`src/rtl/parity_store_pkg.sv`:
```
// Shared definitions for the parity-protected word store: word layout, FSM state codes
// and the parity rule used by both the scan and host read paths.
package parity_store_pkg;

    localparam int WORD_W = 9;
    localparam int DATA_W = 8;

    typedef logic [2:0] state_t;

    localparam state_t S_IDLE      = 3'd0;
    localparam state_t S_SCAN_ADDR = 3'd1;
    localparam state_t S_SCAN_CHK  = 3'd2;
    localparam state_t S_HOST_ADDR = 3'd3;
    localparam state_t S_HOST_CHK  = 3'd4;
    localparam state_t S_DONE      = 3'd5;

    // A word is good when the XOR of its data field equals the stored parity bit (LSB).
    function automatic logic parity_ok(input logic [WORD_W-1:0] word);
        return (^word[WORD_W-1:1]) == word[0];
    endfunction

endpackage

```
`src/rtl/parity_word_check.sv`:
```
// Combinational split of a store word into its data field and a parity-failure flag.
module parity_word_check
    import parity_store_pkg::*;
(
    input  logic [WORD_W-1:0] word_i,
    output logic [DATA_W-1:0] data_o,
    output logic              err_o
);

    assign data_o = word_i[WORD_W-1:1];
    assign err_o  = !parity_ok(word_i);

endmodule

```
`src/rtl/parity_scan_controller.sv`:
```
// Background parity scanner for the shared word store, arbitrating its single read port
// with host reads; the host wins at word boundaries and a suspended scan resumes afterwards.
module parity_scan_controller
    import parity_store_pkg::*;
#(
    parameter int ADDR_W = 4,
    parameter int CNT_W  = 5
) (
    input  logic              clk,
    input  logic              reset,
    input  logic              start,
    input  logic              abort,
    input  logic              host_req,
    input  logic [ADDR_W-1:0] host_addr,
    output logic              host_gnt,
    output logic              host_rvalid,
    output logic [DATA_W-1:0] host_rdata,
    output logic              host_perr,
    output logic [ADDR_W-1:0] mem_addr,
    input  logic [WORD_W-1:0] mem_rdata,
    output logic              busy,
    output logic              done,
    output logic [CNT_W-1:0]  err_count,
    output logic              first_err_valid,
    output logic [ADDR_W-1:0] first_err_addr
);

    localparam logic [ADDR_W-1:0] LAST_PTR = '1;
    localparam logic [CNT_W-1:0]  CNT_MAX  = '1;

    state_t              state_q, state_d;
    logic [ADDR_W-1:0]   ptr_q, ptr_d;
    logic                susp_q, susp_d;
    logic                pend_q, pend_d;
    logic [ADDR_W-1:0]   mem_addr_q, mem_addr_d;
    logic [WORD_W-1:0]   word_q, word_d;
    logic [CNT_W-1:0]    cnt_q, cnt_d;
    logic                fev_q, fev_d;
    logic [ADDR_W-1:0]   fea_q, fea_d;

    logic [DATA_W-1:0]   chk_data;
    logic                chk_err;

    parity_word_check u_check (
        .word_i (word_q),
        .data_o (chk_data),
        .err_o  (chk_err)
    );

    // ptr_q always names the next scan word to read, so a suspended scan resumes from it.
    always_comb begin
        state_d    = state_q;
        ptr_d      = ptr_q;
        susp_d     = susp_q;
        pend_d     = pend_q;
        mem_addr_d = mem_addr_q;
        word_d     = word_q;
        cnt_d      = cnt_q;
        fev_d      = fev_q;
        fea_d      = fea_q;
        case (state_q)
            S_IDLE: begin
                if (host_req) begin
                    state_d    = S_HOST_ADDR;
                    mem_addr_d = host_addr;
                    if (start) pend_d = 1'b1;
                end else if (start || pend_q) begin
                    state_d    = S_SCAN_ADDR;
                    ptr_d      = '0;
                    mem_addr_d = '0;
                    cnt_d      = '0;
                    fev_d      = 1'b0;
                    fea_d      = '0;
                    pend_d     = 1'b0;
                end
            end
            S_SCAN_ADDR: begin
                word_d  = mem_rdata;
                state_d = abort ? S_IDLE : S_SCAN_CHK;
            end
            S_SCAN_CHK: begin
                if (abort) begin
                    state_d = S_IDLE;
                end else begin
                    if (chk_err) begin
                        if (cnt_q != CNT_MAX) cnt_d = cnt_q + CNT_W'(1);
                        if (!fev_q) begin
                            fev_d = 1'b1;
                            fea_d = ptr_q;
                        end
                    end
                    if (ptr_q == LAST_PTR) begin
                        state_d = S_DONE;
                    end else if (host_req) begin
                        state_d    = S_HOST_ADDR;
                        mem_addr_d = host_addr;
                        ptr_d      = ptr_q + ADDR_W'(1);
                        susp_d     = 1'b1;
                    end else begin
                        state_d    = S_SCAN_ADDR;
                        ptr_d      = ptr_q + ADDR_W'(1);
                        mem_addr_d = ptr_q + ADDR_W'(1);
                    end
                end
            end
            S_HOST_ADDR: begin
                word_d  = mem_rdata;
                state_d = S_HOST_CHK;
                if (abort) susp_d = 1'b0;
            end
            S_HOST_CHK: begin
                susp_d = 1'b0;
                if (susp_q && !abort) begin
                    state_d    = S_SCAN_ADDR;
                    mem_addr_d = ptr_q;
                end else begin
                    state_d = S_IDLE;
                end
            end
            S_DONE:  state_d = S_IDLE;
            default: state_d = S_IDLE;
        endcase
    end

    always_ff @(posedge clk) begin
        if (reset) begin
            state_q    <= S_IDLE;
            ptr_q      <= '0;
            susp_q     <= 1'b0;
            pend_q     <= 1'b0;
            mem_addr_q <= '0;
            word_q     <= '0;
            cnt_q      <= '0;
            fev_q      <= 1'b0;
            fea_q      <= '0;
        end else begin
            state_q    <= state_d;
            ptr_q      <= ptr_d;
            susp_q     <= susp_d;
            pend_q     <= pend_d;
            mem_addr_q <= mem_addr_d;
            word_q     <= word_d;
            cnt_q      <= cnt_d;
            fev_q      <= fev_d;
            fea_q      <= fea_d;
        end
    end

    assign host_gnt        = (state_q == S_HOST_ADDR);
    assign host_rvalid     = (state_q == S_HOST_CHK);
    assign host_rdata      = host_rvalid ? chk_data : '0;
    assign host_perr       = host_rvalid && chk_err;
    assign mem_addr        = mem_addr_q;
    assign busy            = (state_q == S_SCAN_ADDR) || (state_q == S_SCAN_CHK) ||
                             (((state_q == S_HOST_ADDR) || (state_q == S_HOST_CHK)) && susp_q);
    assign done            = (state_q == S_DONE);
    assign err_count       = cnt_q;
    assign first_err_valid = fev_q;
    assign first_err_addr  = fea_q;

endmodule
```
`config.mk`:
```
export PLATFORM = sky130hd
export DESIGN_NAME = parity_scan_controller
export DESIGN_NICKNAME = d
export VERILOG_FILES = /design/src/rtl/parity_store_pkg.sv /design/src/rtl/parity_word_check.sv /design/src/rtl/parity_scan_controller.sv
export SDC_FILE = /design/constraint.sdc
export NUM_CORES = 1
export LEC_CHECK = 0
export CORE_MARGIN = 3
export CORE_UTILIZATION = 49
export CTS_CLUSTER_DIAMETER = 150
export DETAILED_ROUTE_END_ITERATION = 8
export PLACE_DENSITY = 0.89
export SLEW_MARGIN = 20
export SYNTH_ARGS = -nofsm -noshare
export SYNTH_HDL_FRONTEND = slang
export SYNTH_SLANG_ARGS = --single-unit
```
`constraint.sdc`:
```
create_clock -name clk -period 2.1 [get_ports clk]
set_clock_uncertainty 0.1 [all_clocks]
set_input_delay 0.315 -clock clk [delete_from_list [all_inputs] [get_ports clk]]
set_output_delay 0.315 -clock clk [all_outputs]
set_load 0.005 [all_outputs]
```
Yosys cells after proc, flatten, opt, wreduce, memory -nomap -nowiden:

Cells that the tools add are included.

* register bits: 32
* output and inout bits: 27

* add/sub/neg operators: 2
* equality and inequality tests: 20
* mux-type cells: 42
* reduce and logical (&&, ||, !) cells: 23

Operator list (number)
* $mux 4: 12
* $mux 5: 5
* $ne 2x2->1 const B: 10
* $reduce_and 5->1: 4
* $pmux 4 s2: 2
* $pmux 3 s5: 1
* $mux 3: 4
* $pmux 4 s3: 1
* $reduce_and 6->1: 2
* $mux 1: 11
* $pmux 5 s2: 1
* $mux 8: 1
* $reduce_xor 8->1: 1
* $eq 3x2->1 const B: 2
* $eq 3x3->1 const B: 2
* $reduce_bool 3->1: 2
* $add 5x1->5 const B: 1
* $ne 5x5->1 const B: 1
* $add 4x1->4 const B: 1
* $eq 4x4->1 const B: 1
* $logic_or 1x1->1: 4
* $mux 2: 2
* $reduce_bool 2->1: 2
* $eq 3x1->1 const B: 1
* other kinds (10): 13

Longest topological paths before layout:

* word-level depth: 5
* depth in mapped cells: 7
* gate-level depth less buffers: 7

Modules after synthesis:

A second synthesis with hierarchy kept.

* cell total of the unflattened synthesis: 222
* area, all modules: 1801.7 um2

By module, submodules not included
* parity_scan_controller: instances 1, cells each 207, area an instance 1659.1 um2
* parity_word_check: instances 1, cells each 15, area an instance 142.6 um2

Worst setup path after synthesis:

OpenSTA, ideal clock, no wires.

* path type: register to register
* start: register ptr_q[0]
* end: register mem_addr_q[1] (netlist: mem_addr[1])
* library setup time: 0.091 ns
* arrival: 1.732 ns
* required time: 1.909 ns
* path slack: 0.177 ns
* stages on the path, launching flop included: 7
* buffers on the path: 0
* clock period less this slack: 1.923 ns
* cell sequence: dfxtp_1 -> ha_1 -> and3_4 -> o21a_1 -> a2111oi_4 -> nor2_1 -> a311oi_1

* word-level cells in the longest chain between the ends: 5
* elaborated cells on any way between the ends: 8
* classes of those cells: 1 x add/sub; 2 x eq/ne; 4 x mux; 1 x reduce/logical

RTL lines
* start, declared: RTL line parity_scan_controller.sv:32 `logic [ADDR_W-1:0] ptr_q, ptr_d;`
* start signal, assigned: RTL line parity_scan_controller.sv:138 `ptr_q <= ptr_d;`
* $add 4x1->4: RTL line parity_scan_controller.sv:102 `mem_addr_d = ptr_q + ADDR_W'(1);`
* $mux 4: RTL line parity_scan_controller.sv:94 `end else if (host_req) begin`
* $mux 4: RTL line parity_scan_controller.sv:92 `if (ptr_q == LAST_PTR) begin`
* $mux 4: RTL line parity_scan_controller.sv:82 `if (abort) begin`
* $pmux 4 s3: RTL line parity_scan_controller.sv:61 `case (state_q)`
* end signal, assigned: RTL line parity_scan_controller.sv:141 `mem_addr_q <= mem_addr_d;`
* end, declared: RTL line parity_scan_controller.sv:35 `logic [ADDR_W-1:0] mem_addr_q, mem_addr_d;`

Parallel ways exist; a longest one is shown, timed or not. The select of a mux whose other input is x is not followed.
A chain may end at the register's enable or synchronous reset.

Worst setup path after layout:

* start: register state_q[0]
* end: output port host_rdata[0]

* word-level cells in the longest chain between the ends: 2

RTL lines
* start, declared: RTL line parity_scan_controller.sv:31 `state_t state_q, state_d;`
* start signal, assigned: RTL line parity_scan_controller.sv:137 `state_q <= state_d;`
* $eq 3x3->1: RTL line parity_scan_controller.sv:150 `assign host_rvalid = (state_q == S_HOST_CHK);`
* $mux 8: RTL line parity_scan_controller.sv:151 `assign host_rdata = host_rvalid ? chk_data : '0;`
* end, declared: RTL line parity_scan_controller.sv:17 `output logic [DATA_W-1:0] host_rdata,`

No other way between the ends.

==> results <==
where the power goes:
part | switching (W) | internal (W)
Combinational | 0.000350 | 0.000322
Clock | 0.000227 | 0.000267
Sequential | 0.0000393 | 0.000652
Total | 0.000617 | 0.00124
registers in the layout, indices dropped and copies added (netlist names), 3 cells and up:
name	cells
err_count	5
first_err_addr	4
mem_addr	4
ptr_q	4
state_q	3
word_q	9
cell type report:
| cell class | instances | area (µm²) | area share, % |
|---|---|---|---|
| well taps | 46 | 57.6 | 2.17 |
| repair buffers | 79 | 699 | 26.3 |
| repair inverters | 1 | 7.51 | 0.282 |
| inverters | 4 | 17.5 | 0.659 |
| clock buffers | 8 | 90.1 | 3.39 |
| multi-input cells | 171 | 1140 | 42.7 |
| flip-flops and latches | 32 | 649 | 24.4 |
through the flow:
step / setup WS [ns] / utilization (%) / cell area, µm²
final: 0.0383 / 77.2 / 2660
after global routing: -0.0167 / 77.2 / 2660
after CTS: 0.0111 / 75.3 / 2590
after detailed placement: -0.0461 / 72.0 / 2480
after global placement: -0.0328 / 72.0 / 2480
after floorplan: 0.177 / - / 1800
layer usage:
layer | up-vias | wire (µm) | global-route usage [%]
li1 | 946 | - | -
met1 | 958 | 2160 | 30.7
met2 | 102 | 2880 | 42.8
met3 | 27 | 455 | 4.38
met4 | 0 | 239 | 10.9
met5 | - | 0 | 0
worst max-delay path, delay by kind of cell, from the launching register on:
| kind | cells | cell delay (ns) |
|---|---|---|
| and+or+nand+nor | 3 | 0.39 |
| DFF | 1 | 0.35 |
| buffers and inverters | 2 | 0.62 |
Yosys cell counts (5+ instances only):
master    number
a211oi_1       6
and2_1         7
a21oi_1       19
clkbuf_1       9
dfxtp_1       32
nor2_1        16
nand3_1        7
nand2b_1       5
buf_2          5
xnor2_1        6
nand2_1       31
nor3_1        13
o21ai_0        9
final timing paths:
check | startpoint | to | slack [ns]
worst max-delay path | state_q[0] | host_rdata[0] | 0.04
worst min-delay path | first_err_addr[1] | first_err_addr[1] | 0.39
worst max register to register | state_q[0] | first_err_addr[2] | 0.08
worst min register to register | first_err_addr[1] | first_err_addr[1] | 0.39
timing repair:
item                                    4_1_cts  5_1_grt
setup buffers                                 1        2
pin swaps                                     4        4
gates cloned                                  1        0
gates resized for setup                      13       14
endpoints found under the setup margin       10       14
kinds of logic (layout without fill, tap and decap cells):
| group | Yosys count | in the layout | synth area share (%) |
|---|---|---|---|
| xor gates and xnor gates | 11 | 11 | 7.63 |
| DFF | 32 | 32 | 35.5 |
| adders and majority gates | 3 | 3 | 2.08 |
| buffers and inverters | 19 | 92 | 4.30 |
| and+or+nand+nor | 98 | 98 | 27.4 |
| AOI/OAI and AO/OA | 59 | 59 | 23.0 |
==> run metrics <==
Mapped Cells 222; TritonCTS clock tree yes; die extent in x 66.7 µm; clk sink count 32; register area share after synthesis 35.5%; Worst-Skew Late Latency 0.29 ns; root buffer cell clkbuf_8; most common cell after layout, fill and taps aside clkdlybuf4s50_1; drt pass-1 iters 4; initial antenna violation count 0; maximum VDD drop 491 µV; Critical Path Source Type flop; crit-path cells nor2_2, nand2_2, inv_4, and2_1, clkdlybuf4s50_1; total power 0.00186 W; die area 0.00444 mm²; RSZ-0062 raised after global routing true; share of the synthesized area in the top cell type 35.5%; number of library cell types mapped by synthesis 45; layout cells sized above 1 24.7%; post-synthesis sequential element count 32; global-route usage over all layers 25.1%; wire per inst 16.8 µm; number of synthesized flops with an enable pin 0; Area Growth Syn to Fin 47.4%; Cell Area, Synth 0.00180 mm²; Slew Limit Headroom 72.1%; Synthesis Warnings 0; final-report hold violation count 0; final critical-path required period 2.06 ns; fmax 485 MHz; first-pass GRT wire length 8440 µm; vias in the first global route 1861; global placer's final weighted congestion 0.823; status finished clean; starting density of the core 52.4%; largest area contributor in the netlist dfxtp_1; Syn Nets 243; reg2reg path depth 6; Critical Path AT 1.65 ns; clock slew at reported path FFs 0.07 ns; vias per cell 5.96; Critical-path top delay cell clkdlybuf4s50_1; num ports 45; drt initial violations 138; CTS Buffer Depth 2; fin cells 341; Final Cycle Share 98.2%; largest net degree at the start of global routing 13; PD cells 699 mW/mm²; DRT Wirelength 5740 µm; Ant. Diodes 0; filler cell count 241; Hold Path Class reg2reg; Final nets 315; Die H 66.7 µm; DRC Markers 0; placed insts 329; remaining antenna violation count after routing 0; final max-slew violation count 0; Inserted Clock Buffers 5; max-cap viol count 0; overall via count from detail_route 2033; GRT Residual Overflow 0; Final Setup Violations 0; core area 0.00344 mm²; kind of critical path reg2out; Hold Crit Depth 2; H-Tree Depth 2; asr flop ratio synth 0%; top cells by area, synth dfxtp_1, nand2_1, a21oi_1; row cnt 21; post-synthesis average cell area 8.12 µm²; critical-path maximum fanout 6; Worst Setup End Kind primary output; most frequent cells in the layout clkdlybuf4s50_1, buf_4, nand2_1; Worst Hold Slack 0.386 ns; setup TNS 0 ns; cts hold-fix bufs 0; I/O Buffers 44; DP HPWL 3730 µm; Leak Pwr 1.01 nW; worst-margin pin slew 0.416 ns; primary flip-flop cell chosen by synthesis mapping dfxtp_1; Required @ worst endpoint 1.68 ns; Max stage delay on crit path 0.51 ns
No activity file was read; power rests on OpenSTA's default activity.
==> patch 1: new RTL, config.mk and constraints unchanged <==
Set the parameter `CNT_W` to 10 (it was 5).
--- a/src/rtl/parity_scan_controller.sv
+++ b/src/rtl/parity_scan_controller.sv
@@ -4,7 +4,7 @@
     import parity_store_pkg::*;
 #(
     parameter int ADDR_W = 4,
-    parameter int CNT_W  = 5
+    parameter int CNT_W  = 10
 ) (
     input  logic              clk,
     input  logic              reset,
Ports: changed (resized err_count); port bits go from 45 to 50. No check against the original RTL was run, so the function may have changed too.
==> patch 1 against the unedited design <==
Clock power up 14%; worst setup slack worse by 31 ps; wire length up 7.9%; register-to-register slack better by 30 ps; sequential cell count up 5; first-iteration DRC count up 32%; design area up 13%; critical path type unchanged; largest power group unchanged; largest cell class unchanged; area after synthesis up 18%; power up 3.9%.
==> patch 1: results <==
group,metric,value,unit
outcome,status,"completed",
grt,grt_pass1_wl,9.72,mm
synth,synth.distinct_cells,57,
synth,synth_seq_area_share,34.7,%
synth,ys_top_cells_by_count,"37 x dfxtp_1, 27 x nand2_1, 19 x nor2_1",
worst_setup_path,slowest_stage,"xnor3_2",
hold_path,min_path_type,"reg -> reg",
cells_and_area,finalNonFillerCells,383,
cells_and_area,diodes,0,
synth,ys_async_sr_fraction,0,%
cells_and_area,largest_reg_flops,10,
route,detail_route.iter0.violations,182,
synth,synth_area_leaders,"dfxtp_1 35%, nand2_1 4.7%, nand2b_1 3.8%",
pwr,vdd_drop_max,0.379,mV
worst_setup_path,cp_top_family,"XOR/XNOR gates",
grt,grt_usage,23.4,%
route,routed_via_density,5.96,
clocking,clk_pin_slew_worst_paths,70,ps
cells_and_area,drive_gt1_share,21.6,%
synth,synth_area_per_cell,8.31,µm²
grt,grt_max_degree,22,
placement,dp_hpwl,4.20,mm
grt,first_global_vias,2125,
worst_setup_path,r2r_cells,6,
pwr,intPower,1320,µW
clocking,cts.path.max_buffers,2,
hold_path,hold_depth,2,
worst_setup_path,cp_max_fo,2,
cells_and_area,final_nets,352,
placement,dp_cells,371,
placement,place.gp.congestion,0.931,
worst_setup_path,cp_data_arrival_time,1680,ps
synth,synth_fp_nets,277,
worst_setup_path,cpPeakStageDelay,470,ps
pwr,p_leak,0.00112,µW
timing,slew_headroom,64.9,%
placement,portBuffers,49,
route,routed_wl,6.20,mm
route,dr.pass1.iters,7,
## patch 1: cell count changes in the layout (fill, tap and decap cells not counted), sizes merged, moves of 5 or more
cell / change
nand4: +7
clkdlybuf4s50: +6
inv: +6
nand2b: +8
dfxtp: +5
## patch 1: path summary, 6_finish.rpt
check,from,to,slack [ps]
setup / recovery,word_q[7],host_perr,8
hold / removal,word_q[8],word_q[8],380
setup reg to reg,word_q[7],first_err_addr[2],110
hold reg to reg,word_q[8],word_q[8],380
## patch 1: repair_timing
action | 4_1_cts | 5_1_grt
buffers inserted | 1 | 2
endpoints found under the setup margin | 13 | 18
gates cloned | 0 | 1
resized for setup | 7 | 15
hold buffers | 0 | 0
pin swaps | 3 | 4
## patch 1: power groups by stage
stage | registers (µW) | clock network, µW | logic [µW]
final | 765 | 562 | 602
after global routing | 770 | 584 | 646
after CTS | 763 | 559 | 554
after detailed placement | 778 | 0 | 547
after global placement | 775 | 0 | 540
after floorplan | 779 | 0 | 344
## patch 1: final cells by class
| cell class | instances | area (µm²) |
|---|---|---|
| clock buffers | 7 | 96.3 |
| inverters | 10 | 37.5 |
| fillers | 311 | 1110 |
| repair buffers | 83 | 743 |
| multi-input cells | 195 | 1310 |
| well taps | 50 | 62.6 |
| flip-flops and latches | 37 | 746 |
| clock inverters | 1 | 5.00 |
## patch 1: metal layers
layer / wire (µm) / track usage [%]
met1: 2710 / 31.8
met4: 150 / 11.1
met3: 386 / 4.29
met2: 2950 / 36.1
met5: 0 / 0
## patch 1: kinds of logic (layout without fill, tap and decap cells)
family / after synthesis / in the layout / synth area share (%)
buf+inv: 26 / 101 / 6.97
compound gates: 68 / 68 / 23.8
flops: 37 / 37 / 34.7
fa+ha+maj: 2 / 2 / 1.17
mux: 1 / 1 / 0.644
xor+xnor: 7 / 7 / 4.63
simple gates: 116 / 117 / 28.1
## patch 1: through the flow
step                      TNS [ps]  hold WS (ps)  worst slack [ps]  cell area, µm²  util (%)
final                            0           377              7.51            3000      72.9
after global routing         -66.7           400             -58.6            3000      72.9
after CTS                     -104           381              -104            2930      71.2
after detailed placement      -236           364             -98.5            2810      68.3
after global placement        -125           359             -71.8            2810      68.3
after floorplan                  0           345               172            2140         -
## patch 1: worst reg2reg max path, stage by stage, from the launching register on
cell and delay (ps):
dfxtp_2 340, xor2_1 160, xnor3_2 470, xor2_2 160
buf_4 190, o221a_4 330, o31ai_2 180
==> patch 2: new RTL, same settings <==
Without the edit above. Put one more register stage on the output `err_count`, cleared by the reset. The value now appears one clock later. The other outputs are not delayed to match.
--- a/src/rtl/parity_scan_controller.sv
+++ b/src/rtl/parity_scan_controller.sv
@@ -154,7 +154,13 @@
     assign busy            = (state_q == S_SCAN_ADDR) || (state_q == S_SCAN_CHK) ||
                              (((state_q == S_HOST_ADDR) || (state_q == S_HOST_CHK)) && susp_q);
     assign done            = (state_q == S_DONE);
-    assign err_count       = cnt_q;
+    always_ff @(posedge clk) begin
+        if (reset) begin
+            err_count <= '0;
+        end else begin
+            err_count <= cnt_q;
+        end
+    end
     assign first_err_valid = fev_q;
     assign first_err_addr  = fea_q;
 
Formal check against the unedited RTL: not equivalent (Yosys sat finds a counterexample within 4 cycles, from zero or initial values and one cycle with reset high).
==> patch 2 against the unedited design <==
Sequential cell count increased by 5; worst setup slack got worse by 150 ps; power grew 9.8%; design area grew 7.3%; the run now ends with setup timing left; critical path type is now reg -> reg; area after synthesis increased by 5.3%; core utilization is 3.7 points higher; wire length fell by 5.4%; non-clock buffer count grew 3.
==> patch 2: results <==
group,metric,value,unit
grt,grt_max_degree,20,
worst_setup_path,cp_max_fo,3,
synth,ys_top_cells_by_count,"37 x dfxtp_1, 30 x nand2_1, 25 x a21oi_1",
clocking,post-cts-setup-buffers,5,
grt,grt_pass1_wl,8.09,mm
synth,synth_area_leaders,"dfxtp_1 39%, a21oi_1 6.6%, nand2_1 5.9%",
grt,use_met1,28.1,%
pwr,switchingPower,603,µW
worst_setup_path,cp_data_arrival_time,2330,ps
outcome,violations,"setup timing",
pwr,p_leak,0.00120,µW
synth,synth.distinct_cells,51,
route,wl_met2,2.73,mm
pwr,powerComb,636,µW
synth,synth_ff_type,"dfxtp_1",
outcome,status,"finished with violations",
cells_and_area,fillCellCount,211,
grt,met3_usage,4.76,%
timing,setup_violations,9,
placement,place.gp.congestion,0.817,
cells_and_area,diodes,0,
grt,met2_usage,39.7,%
synth,synth_compound_area_share,16.3,%
synth,synth_fa_ha_area_share,1.98,%
route,routed_via_density,5.68,
route,wl_met1,2.31,mm
route,detail_route.iter0.violations,165,
timing,fin_ws,-115,ps
cells_and_area,drive_gt1_share,27.9,%
cells_and_area,final_nets,325,
grt,first_global_vias,1837,
pwr,vdd_drop_max,0.398,mV
clocking,ctsResizeCount,25,
pwr,clock_net_power,626,µW
route,routed_wl,5.43,mm
route,wl_met3,356,µm
grt,grt_usage,22.9,%
placement,dp_slack,-457,ps
synth,synth_seq_area_share,39.0,%
timing,tightest_slew,426,ps
## patch 2: cell types whose count changed in the layout (fill, tap and decap cells not counted), moves of 4 or more
| cell | delta |
|---|---|
| a21oi_1 | +5 |
| a211oi_1 | -4 |
| nor3_1 | -6 |
| nor2b_1 | +4 |
| dfxtp_1 | +6 |
| o32a_1 | -4 |
| dlygate4sd2_1 | +4 |
| clkdlybuf4s50_1 | -8 |
| o21ai_0 | -6 |
| or2_2 | +8 |
## patch 2: path summary, 6_finish.rpt
path                  to  depth (start not counted)  slack, ps         from
max reg2reg     cnt_q[3]                          6       -120   state_q[1]
max             cnt_q[3]                          6       -120   state_q[1]
min reg2reg  mem_addr[2]                          2        360  mem_addr[2]
min          mem_addr[2]                          2        360  mem_addr[2]
## patch 2: layout make-up
cell class	count	share of cell area, %
tap	46	2.02
timing repair buffer	82	25.6
clock buffer	5	2.41
timing repair inverter	1	0.263
sequential	37	26.3
multi-input combinational	171	40.8
clock inverter	3	1.62
inverter	6	1.01
## patch 2: through the flow
| stage | hold slack, ps | setup TNS (ps) | area [µm²] | total power (µW) | std cells |
|---|---|---|---|---|---|
| global route | 391 | -1170 | 2850 | 2120 | 351 |
| floorplan | 298 | -270 | 1900 | 1080 | 226 |
| detailed placement | 354 | -4740 | 2550 | 1300 | 332 |
| CTS | 369 | -185 | 2740 | 1950 | 346 |
| global placement | 346 | -4080 | 2550 | 1290 | 332 |
| finish | 365 | -449 | 2850 | 2040 | 351 |
## patch 2: cell families after synthesis
family / count (synthesis)
simple gates: 108
compound gates: 48
flops: 37
buf+inv: 18
xor+xnor: 7
mux: 5
fa+ha+maj: 3
## patch 2: critical path, cell delays in order (launching register included)
cell	delay, ps
dfxtp_2	360
buf_6	100
or4b_4	510
nor3_4	210
mux2i_2	100
or4b_4	560
o32ai_2	200
